File: src/rtl/prbs_pkg.sv
// Shared types and PRBS15 helpers for the pattern-then-PRBS sequencer.
// The LFSR uses x^15+x^14+1 and shifts toward the MSB, inserting the feedback bit at bit 0.
package prbs_pkg;

  typedef enum logic [1:0] {
    ST_IDLE    = 2'd0,
    ST_PATTERN = 2'd1,
    ST_PRBS    = 2'd2
  } state_e;

  localparam int PRBS_W = 15;
  localparam int TAP_HI = 14;
  localparam int TAP_LO = 13;
  localparam logic [PRBS_W-1:0] DEFAULT_SEED = 15'h0011;

  // Returns {next_state, feedback_bit}.
  function automatic logic [PRBS_W:0] lfsr_step(input logic [PRBS_W-1:0] s);
    logic f;
    f = s[TAP_HI] ^ s[TAP_LO];
    return {s[PRBS_W-2:0], f, f};
  endfunction

endpackage

File: src/rtl/prbs15_step8.sv
// Combinational eight-step PRBS15 advance.
// Yields one output byte (first generated bit in bit 7) and the LFSR state after the byte.
module prbs15_step8
  import prbs_pkg::*;
(
  input  logic [PRBS_W-1:0] i_state,
  output logic [7:0]        o_byte,
  output logic [PRBS_W-1:0] o_state_next
);

  always_comb begin
    logic [PRBS_W-1:0] v_s;
    logic [PRBS_W:0]   v_r;
    v_s    = i_state;
    v_r    = '0;
    o_byte = '0;
    for (int i = 0; i < 8; i++) begin
      v_r           = lfsr_step(v_s);
      o_byte[7-i]   = v_r[0];
      v_s           = v_r[PRBS_W:1];
    end
    o_state_next = v_s;
  end

endmodule

File: src/rtl/prbs_seq_ctrl.sv
// Sequencer that emits a pattern byte n times, then prbs_len PRBS15 bytes, then pulses done.
// Sits between the test-control registers and the serializer lane.
module prbs_seq_ctrl
  import prbs_pkg::*;
#(
  parameter int                LEN_W = 16,
  parameter logic [PRBS_W-1:0] SEED  = DEFAULT_SEED
) (
  input  logic             CLK,
  input  logic             RST,
  input  logic             start,
  input  logic [7:0]       pattern,
  input  logic [7:0]       n,
  input  logic [LEN_W-1:0] prbs_len,
  input  logic             abort,
  input  logic             out_ready,
  output logic [7:0]       out_data,
  output logic             out_valid,
  output logic             out_is_prbs,
  output logic             busy,
  output logic             done
);

  // Handshake: a byte moves when out_valid & out_ready are both high at a rising
  // edge; while out_valid is high and out_ready low, out_data, out_is_prbs, the
  // counters and the LFSR hold, and out_valid never drops without a transfer
  // (other than on RST or abort).

  state_e            r_state;
  logic [7:0]        r_pattern;
  logic [7:0]        r_n;
  logic [7:0]        r_rep_cnt;
  logic [LEN_W-1:0]  r_prbs_len;
  logic [LEN_W-1:0]  r_prbs_cnt;
  logic [PRBS_W-1:0] r_lfsr;
  logic              r_valid;
  logic              r_is_prbs;
  logic              r_busy;
  logic              r_done;

  logic [7:0]        w_prbs_byte;
  logic [PRBS_W-1:0] w_lfsr_next;
  logic              w_xfer;
  logic              w_last_rep;
  logic              w_last_prbs;

  prbs15_step8 u_step8 (
    .i_state      (r_lfsr),
    .o_byte       (w_prbs_byte),
    .o_state_next (w_lfsr_next)
  );

  assign w_xfer      = r_valid & out_ready;
  assign w_last_rep  = (r_rep_cnt == (r_n - 8'd1));
  assign w_last_prbs = (r_prbs_cnt == (r_prbs_len - LEN_W'(1)));

  always_ff @(posedge CLK) begin
    if (RST) begin
      r_state    <= ST_IDLE;
      r_pattern  <= '0;
      r_n        <= '0;
      r_rep_cnt  <= '0;
      r_prbs_len <= '0;
      r_prbs_cnt <= '0;
      r_lfsr     <= SEED;
      r_valid    <= 1'b0;
      r_is_prbs  <= 1'b0;
      r_busy     <= 1'b0;
      r_done     <= 1'b0;
    end else begin
      r_done <= 1'b0;
      if (abort) begin
        r_state    <= ST_IDLE;
        r_rep_cnt  <= '0;
        r_prbs_cnt <= '0;
        r_valid    <= 1'b0;
        r_is_prbs  <= 1'b0;
        r_busy     <= 1'b0;
      end else begin
        case (r_state)
          ST_IDLE: begin
            if (start) begin
              r_pattern  <= pattern;
              r_n        <= n;
              r_prbs_len <= prbs_len;
              r_rep_cnt  <= '0;
              r_prbs_cnt <= '0;
              r_lfsr     <= SEED;
              if (n != 8'd0) begin
                r_state   <= ST_PATTERN;
                r_valid   <= 1'b1;
                r_busy    <= 1'b1;
                r_is_prbs <= 1'b0;
              end else if (prbs_len != '0) begin
                r_state   <= ST_PRBS;
                r_valid   <= 1'b1;
                r_busy    <= 1'b1;
                r_is_prbs <= 1'b1;
              end else begin
                r_done <= 1'b1;
              end
            end
          end
          ST_PATTERN: begin
            if (w_xfer) begin
              if (w_last_rep) begin
                if (r_prbs_len != '0) begin
                  r_state   <= ST_PRBS;
                  r_is_prbs <= 1'b1;
                end else begin
                  r_state <= ST_IDLE;
                  r_valid <= 1'b0;
                  r_busy  <= 1'b0;
                  r_done  <= 1'b1;
                end
              end else begin
                r_rep_cnt <= r_rep_cnt + 8'd1;
              end
            end
          end
          ST_PRBS: begin
            if (w_xfer) begin
              r_lfsr <= w_lfsr_next;
              if (w_last_prbs) begin
                r_state   <= ST_IDLE;
                r_valid   <= 1'b0;
                r_busy    <= 1'b0;
                r_is_prbs <= 1'b0;
                r_done    <= 1'b1;
              end else begin
                r_prbs_cnt <= r_prbs_cnt + LEN_W'(1);
              end
            end
          end
          default: begin
            r_state <= ST_IDLE;
            r_valid <= 1'b0;
            r_busy  <= 1'b0;
          end
        endcase
      end
    end
  end

  assign out_data    = r_valid ? (r_is_prbs ? w_prbs_byte : r_pattern) : 8'h00;
  assign out_valid   = r_valid;
  assign out_is_prbs = r_is_prbs;
  assign busy        = r_busy;
  assign done        = r_done;

endmodule

File: config.mk
export PLATFORM = sky130hd
export DESIGN_NAME = prbs_seq_ctrl
export DESIGN_NICKNAME = d
export VERILOG_FILES = /design/src/rtl/prbs_pkg.sv /design/src/rtl/prbs15_step8.sv /design/src/rtl/prbs_seq_ctrl.sv
export SDC_FILE = /design/constraint.sdc
export NUM_CORES = 1
export LEC_CHECK = 0
export CORE_ASPECT_RATIO = 1.75
export CORE_MARGIN = 2
export CORE_UTILIZATION = 38
export CTS_BUF_LIST = sky130_fd_sc_hd__clkbuf_16
export DETAILED_ROUTE_END_ITERATION = 6
export GPL_TIMING_DRIVEN = 0
export RECOVER_POWER = 50
export SLEW_MARGIN = 30
export SYNTH_ARGS = -nofsm -noshare
export SYNTH_HDL_FRONTEND = slang
export SYNTH_HIERARCHICAL = 1
export SYNTH_SLANG_ARGS = --single-unit
File: constraint.sdc
create_clock -name CLK -period 6.6 [get_ports CLK]
set_input_delay 0.99 -clock CLK [delete_from_list [all_inputs] [get_ports CLK]]
set_output_delay 0.99 -clock CLK [all_outputs]
set_load 0.005 [all_outputs]
; Word level (Yosys, flattened, before mapping)
; Index checks and enable logic that the tools add are counted.
[op_classes]
add_sub_neg = 4
eq_ne = 14
mux = 46
n_bitwise = 10
n_reduce_logical = 15
[ops]
columns = cell, n
row1 = $mux W16, 3
row2 = $mux W8, 5
row3 = $pmux W16 S2, 1
row4 = $reduce_bool A16 Y1, 2
row5 = $mux W15, 2
row6 = $pmux W15 S2, 1
row7 = $mux W1, 21
row8 = $ne A2 B2 Y1 const B, 9
row9 = $add A16 B1 Y16 const B, 1
row10 = $eq A16 B16 Y1, 1
row11 = $mux W2, 8
row12 = $pmux W8 S2, 1
row13 = $sub A16 B1 Y16 const B, 1
row14 = $reduce_and A4 Y1, 3
row15 = $pmux W1 S3, 3
row16 = $add A8 B1 Y8 const B, 1
row17 = $eq A8 B8 Y1, 1
row18 = $reduce_and A8 Y1, 1
row19 = $reduce_bool A8 Y1, 1
row20 = $sub A8 B1 Y8 const B, 1
row21 = $xor A1 B1 Y1, 8
row22 = $reduce_and A7 Y1, 1
row23 = $pmux W2 S3, 1
row24 = $reduce_and A6 Y1, 1
row25 = other kinds (10), 11
[totals]
ff_bits = 76
input_bits = 37
out_inout_bits = 12

; Logic depth before layout (Yosys ltp)
[logic_depth]
word_depth = 5
mapped_depth = 11

; By module
; Netlist, hierarchy kept.
[modules_own_cells]
columns = module, n_inst, cells_each, area_per_inst_um2, seq_area_each_um2
row1 = prbs_seq_ctrl, 1, 550, 4256.6, 1521.5
row2 = prbs15_step8, 1, 23, 182.7, 0.0

; Worst setup path after synthesis
; Ideal clock, no wire load.
[synth_path]
path_kind = reg-to-reg
startpoint = reg r_prbs_len[0]
endpoint = reg r_is_prbs, in the netlist out_is_prbs
arrival_ps = 2951
t_required_ps = 6485
setup_slack_ps = 3534
stages_incl_launch_ff = 11
path_buffers = 0
cell_sequence = dfxtp_1 > inv_1 > ha_1 > or4b_1 > or3_1 > o21ai_0 > o31ai_1 > or4_4 > a211o_4 > o31a_1 > o21a_1
[synth_between]
elab_chain_len = 4
[synth_lines]
columns = element, line
row1 = start: declaration, prbs_seq_ctrl.sv:33  ; logic [LEN_W-1:0] r_prbs_len;
row2 = start signal: assignment, prbs_seq_ctrl.sv:85  ; r_prbs_len <= prbs_len;
row3 = $sub A16 B1 Y16, prbs_seq_ctrl.sv:55  ; assign w_last_prbs = (r_prbs_cnt == (r_prbs_len - LEN_W'(1)));
row4 = $eq A16 B16 Y1, prbs_seq_ctrl.sv:55
row5 = $ne A2 B2 Y1 (no line), --
row6 = $reduce_and A8 Y1 (no line) (*), --
row7 = end signal: assignment, prbs_seq_ctrl.sv:67  ; r_is_prbs <= 1'b0;
row8 = end signal: assignment, prbs_seq_ctrl.sv:77  ; r_is_prbs <= 1'b0;
row9 = end signal: assignment, prbs_seq_ctrl.sv:93  ; r_is_prbs <= 1'b0;
row10 = end: declaration, prbs_seq_ctrl.sv:37  ; logic r_is_prbs;
; Mark *: on every way between the ends. The rest lies on a longest branch, timed or not.
; A chain may end at the register's enable or synchronous reset.

; Final worst setup path
[layout_path]
startpoint = reg r_prbs_len[0]
endpoint = reg r_prbs_cnt[14]
[layout_between]
elab_chain_len = 4
[layout_lines]
columns = element, line
row1 = $sub A16 B1 Y16, prbs_seq_ctrl.sv:55
row2 = $eq A16 B16 Y1, prbs_seq_ctrl.sv:55
row3 = $ne A2 B2 Y1 (no line), --
row4 = $reduce_and A4 Y1 (no line), --
row5 = end signal: assignment, prbs_seq_ctrl.sv:131  ; r_prbs_cnt <= r_prbs_cnt + LEN_W'(1);
row6 = end: declaration, prbs_seq_ctrl.sv:34  ; logic [LEN_W-1:0] r_prbs_cnt;
; Every way passes these cells.

==> out/results.txt <==
IO Port Bufs - 48
Total number of yosys warnings - 6
Total routed wirelength - 11610 µm
Cell Area, Synth - 4439 µm²
Dpl ws - 3.198 ns
Syn nets - 618
IO Count - 49
CP Max Fanout - 10
Hold path depth - 2
Register area share after synthesis - 0.3427
Static Leak - 1.926 nW
Ys flop type - dfxtp_1
Commonest non-fill, non-tap cells in the layout - 106 x nand2_1, 76 x dfxtp_1, 65 x a21oi_1, 42 x clkdlybuf4s50_1, 27 x nand3_1
Routed len/inst - 15.04 µm
Crit Path Class - reg -> reg
Chip width - 85.71 µm
Max IR drop VDD - 0.1294 mV
Number of library cell types mapped by synthesis - 58
Largest net degree at the start of global routing - 15
Die Ht - 147.0 µm
Worst setup EP type - flop
PnR worst setup slack - 3.198 ns
Vias in the first global route - 4258
Buffer depth of the longest clock path - 2
Worst-path clk slew - 0.06 ns
Async set-reset flop share out of synthesis - 0
Detailed Route Iter0 Violations - 157
Max-Cap Viols - 0
H-tree level count - 3
Setup TNS - 0 ns
Hpwl dp - 9236 µm
Grt met3 use - 0.03876
Post-route ant nets - 0
Vias per cell - 5.470
Skew final - 0.01021 ns
Final instance area - 5390 µm²
CTS Hold Bufs - 0
Synth Area in Compound Gates - 0.1764
R2r startpoint - r_prbs_len[0]
Main combinational cell family by area after synthesis - simple AND/OR/NAND/NOR gates
Critical path arrival - 3.60 ns
Cell count after synthesis - 573
Mux share of post-synthesis cell area - 0.03410
Hold Violations, Final - 0
HP Start - r_pattern[0]
R2R Path End - r_prbs_cnt[14]
Hold WC Path Type - reg -> reg
# diodes - 0
Syn_area_per_cell - 7.747 µm²
DRC - 0
Status - complete, no violations
Clk root buf - clkbuf_16
Pwr Density - 225.0 nW/µm²
Tcrit/Tclk final - 0.5154
Initial antenna violation count - 0
Post-CTS Resized - 0
Cells on worst reg2reg path - 11
First-pass GRT wire length - 19870 µm
Total Routing Usage GR - 0.1960
Area Overhead vs Synth - 21.42%
Gr ovfl total - 0
Xor/xnor share of the synthesized area - 0.07610
Final nets - 677
Simple-Gate Fraction of Synth Area - 0.2852
Grt peak-use layer - met2
Cts bufs inserted - 9
Clock sinks - 76
Worst slew pin tran - 0.8982 ns
Max Fclk - 294.0 MHz
Core Area - 11450 µm²
Pins Over Slew Limit - 0
Hold path endpoint - r_pattern[0]
Post-CTS Setup Bufs - 0
EDFF count, synth - 0
Share of cells above drive strength 1 - 0.06750
DRT Pass-1 Iters - 4
Total chip power - 1.213 mW
Commonest non-fill, non-tap cell in the layout - nand2_1
Rows - 52
CTS tree - yes
Relative slew margins - 0.3948
RSZ-0062 raised after global routing - false
# setup viols final - 0
Total number of vias - 4223
Fillers - 1155
Area after DPL - 5089 µm²
Met1 usage - 0.2061
M2 GR Usage - 0.3688
Clk Latency, worst-skew pair - 0.34 ns
Synth Area in Adders - 0.02255
Minimum clock period - 3.402 ns
Initial Util - 0.3877
Critical Path RT - 6.80 ns
GP Congestion - 0.8954
CP startpoint kind - flop
R2R Setup Slk - 3.20 ns
Die Area - 12600 µm²
Register bit total from synthesis - 76
## synth_stat cells, drive strengths merged, types with 3 or more instances
| library cell | instances | area [µm²] |
|---|---|---|
| nor4 | 11 | 81.32 |
| clkbuf | 23 | 86.33 |
| and3b | 3 | 26.28 |
| o21ai | 19 | 95.09 |
| xnor2 | 16 | 140.1 |
| and3 | 6 | 37.54 |
| nand4 | 6 | 37.54 |
| a211o | 3 | 35.04 |
| dfxtp | 76 | 1521 |
| o2111ai | 4 | 35.03 |
| nand3 | 27 | 135.1 |
| nand2b | 10 | 62.56 |
| mux2i | 14 | 140.1 |
| o31ai | 3 | 22.52 |
| and2 | 5 | 31.28 |
| o21a | 3 | 22.52 |
| or4 | 5 | 41.29 |
| or3 | 13 | 81.33 |
| nor2b | 11 | 68.82 |
| nor3b | 3 | 22.52 |
| a211oi | 3 | 22.52 |
| a21oi | 65 | 325.3 |
| ha | 8 | 100.1 |
| buf | 19 | 136.4 |
| nand2 | 106 | 397.9 |
| or2 | 4 | 25.03 |
| xor2 | 20 | 175.2 |
| o211ai | 8 | 60.06 |
| nor3 | 9 | 45.04 |
| nor2 | 26 | 97.59 |
| a41oi | 4 | 35.03 |
| inv | 14 | 52.55 |
## worst max path at each step
stage,startpoint,end,slack (ns),cells after the start
floorplan,r_prbs_len[0],out_is_prbs,3.53,10
finish,r_prbs_len[0],r_prbs_cnt[14],3.20,11
global route,r_prbs_len[0],r_prbs_cnt[8],2.89,11
detailed placement,r_prbs_len[0],done,3.20,10
global placement,r_prbs_len[0],done,3.23,10
CTS,r_prbs_len[0],done,3.18,10
## power breakdown
| group | switching, mW | internal (mW) |
|---|---|---|
| sequential | 0.0184 | 0.474 |
| combinational | 0.129 | 0.0997 |
| clock | 0.197 | 0.294 |
| total | 0.344 | 0.868 |
## critical path: stages, from the launching register on
cell and delay (ns):
dfxtp_1 0.36, inv_1 0.08, ha_1 0.24, or4b_1 0.50
or3_1 0.36, o21ai_0 0.16, o31ai_1 0.13, or4_4 0.59
a21oi_1 0.43, buf_4 0.25, or3_1 0.11, a21oi_1 0.05
## sequential cells by signal, summed over array words and instances, names as in the netlist
signal / cells
r_pattern: 8
out_is_prbs: 1
done: 1
r_state: 2
r_n: 8
r_prbs_cnt: 16
r_lfsr: 15
busy: 1
r_rep_cnt: 8
r_prbs_len: 16
## metrics by stage
step,utilization,std cells,hold slack [ns]
2_1_floorplan,-,573,0.4323
3_5_place_dp,0.4444,756,0.4479
3_3_place_gp,0.4444,756,0.4421
5_1_grt,0.4707,772,0.4677
4_1_cts,0.4707,772,0.4560
6_report,0.4707,772,0.4529
## cell families (layout without fill, tap and decap cells)
logic type,count (synthesis),in the layout
AO/OA/AOI/OAI,127,127
buffers and inverters,57,121
AND/OR/NAND/NOR,253,253
XOR/XNOR,37,37
adder cells (fa/ha/maj),8,8
multiplexers,15,15
flip-flops,76,76
## per-layer routing
metal,share of wire,routed length (µm)
met1,0.39,4506
met2,0.55,6405
met3,0.032,366
met4,0.029,335
met5,0,0
## layout make-up
type,instances,area [µm²],share of cell area
repair buffers,48,480.5,0.08914
inverters,15,56.30,0.01045
clock buffers,9,225.2,0.04178
clock inverters,7,76.32,0.01416
plain buffers,42,222.7,0.04132
multi-input cells,440,2639,0.4896
flip-flops and latches,76,1521,0.2823
well taps,135,168.9,0.03134
(Power assumes the default switching activity.)
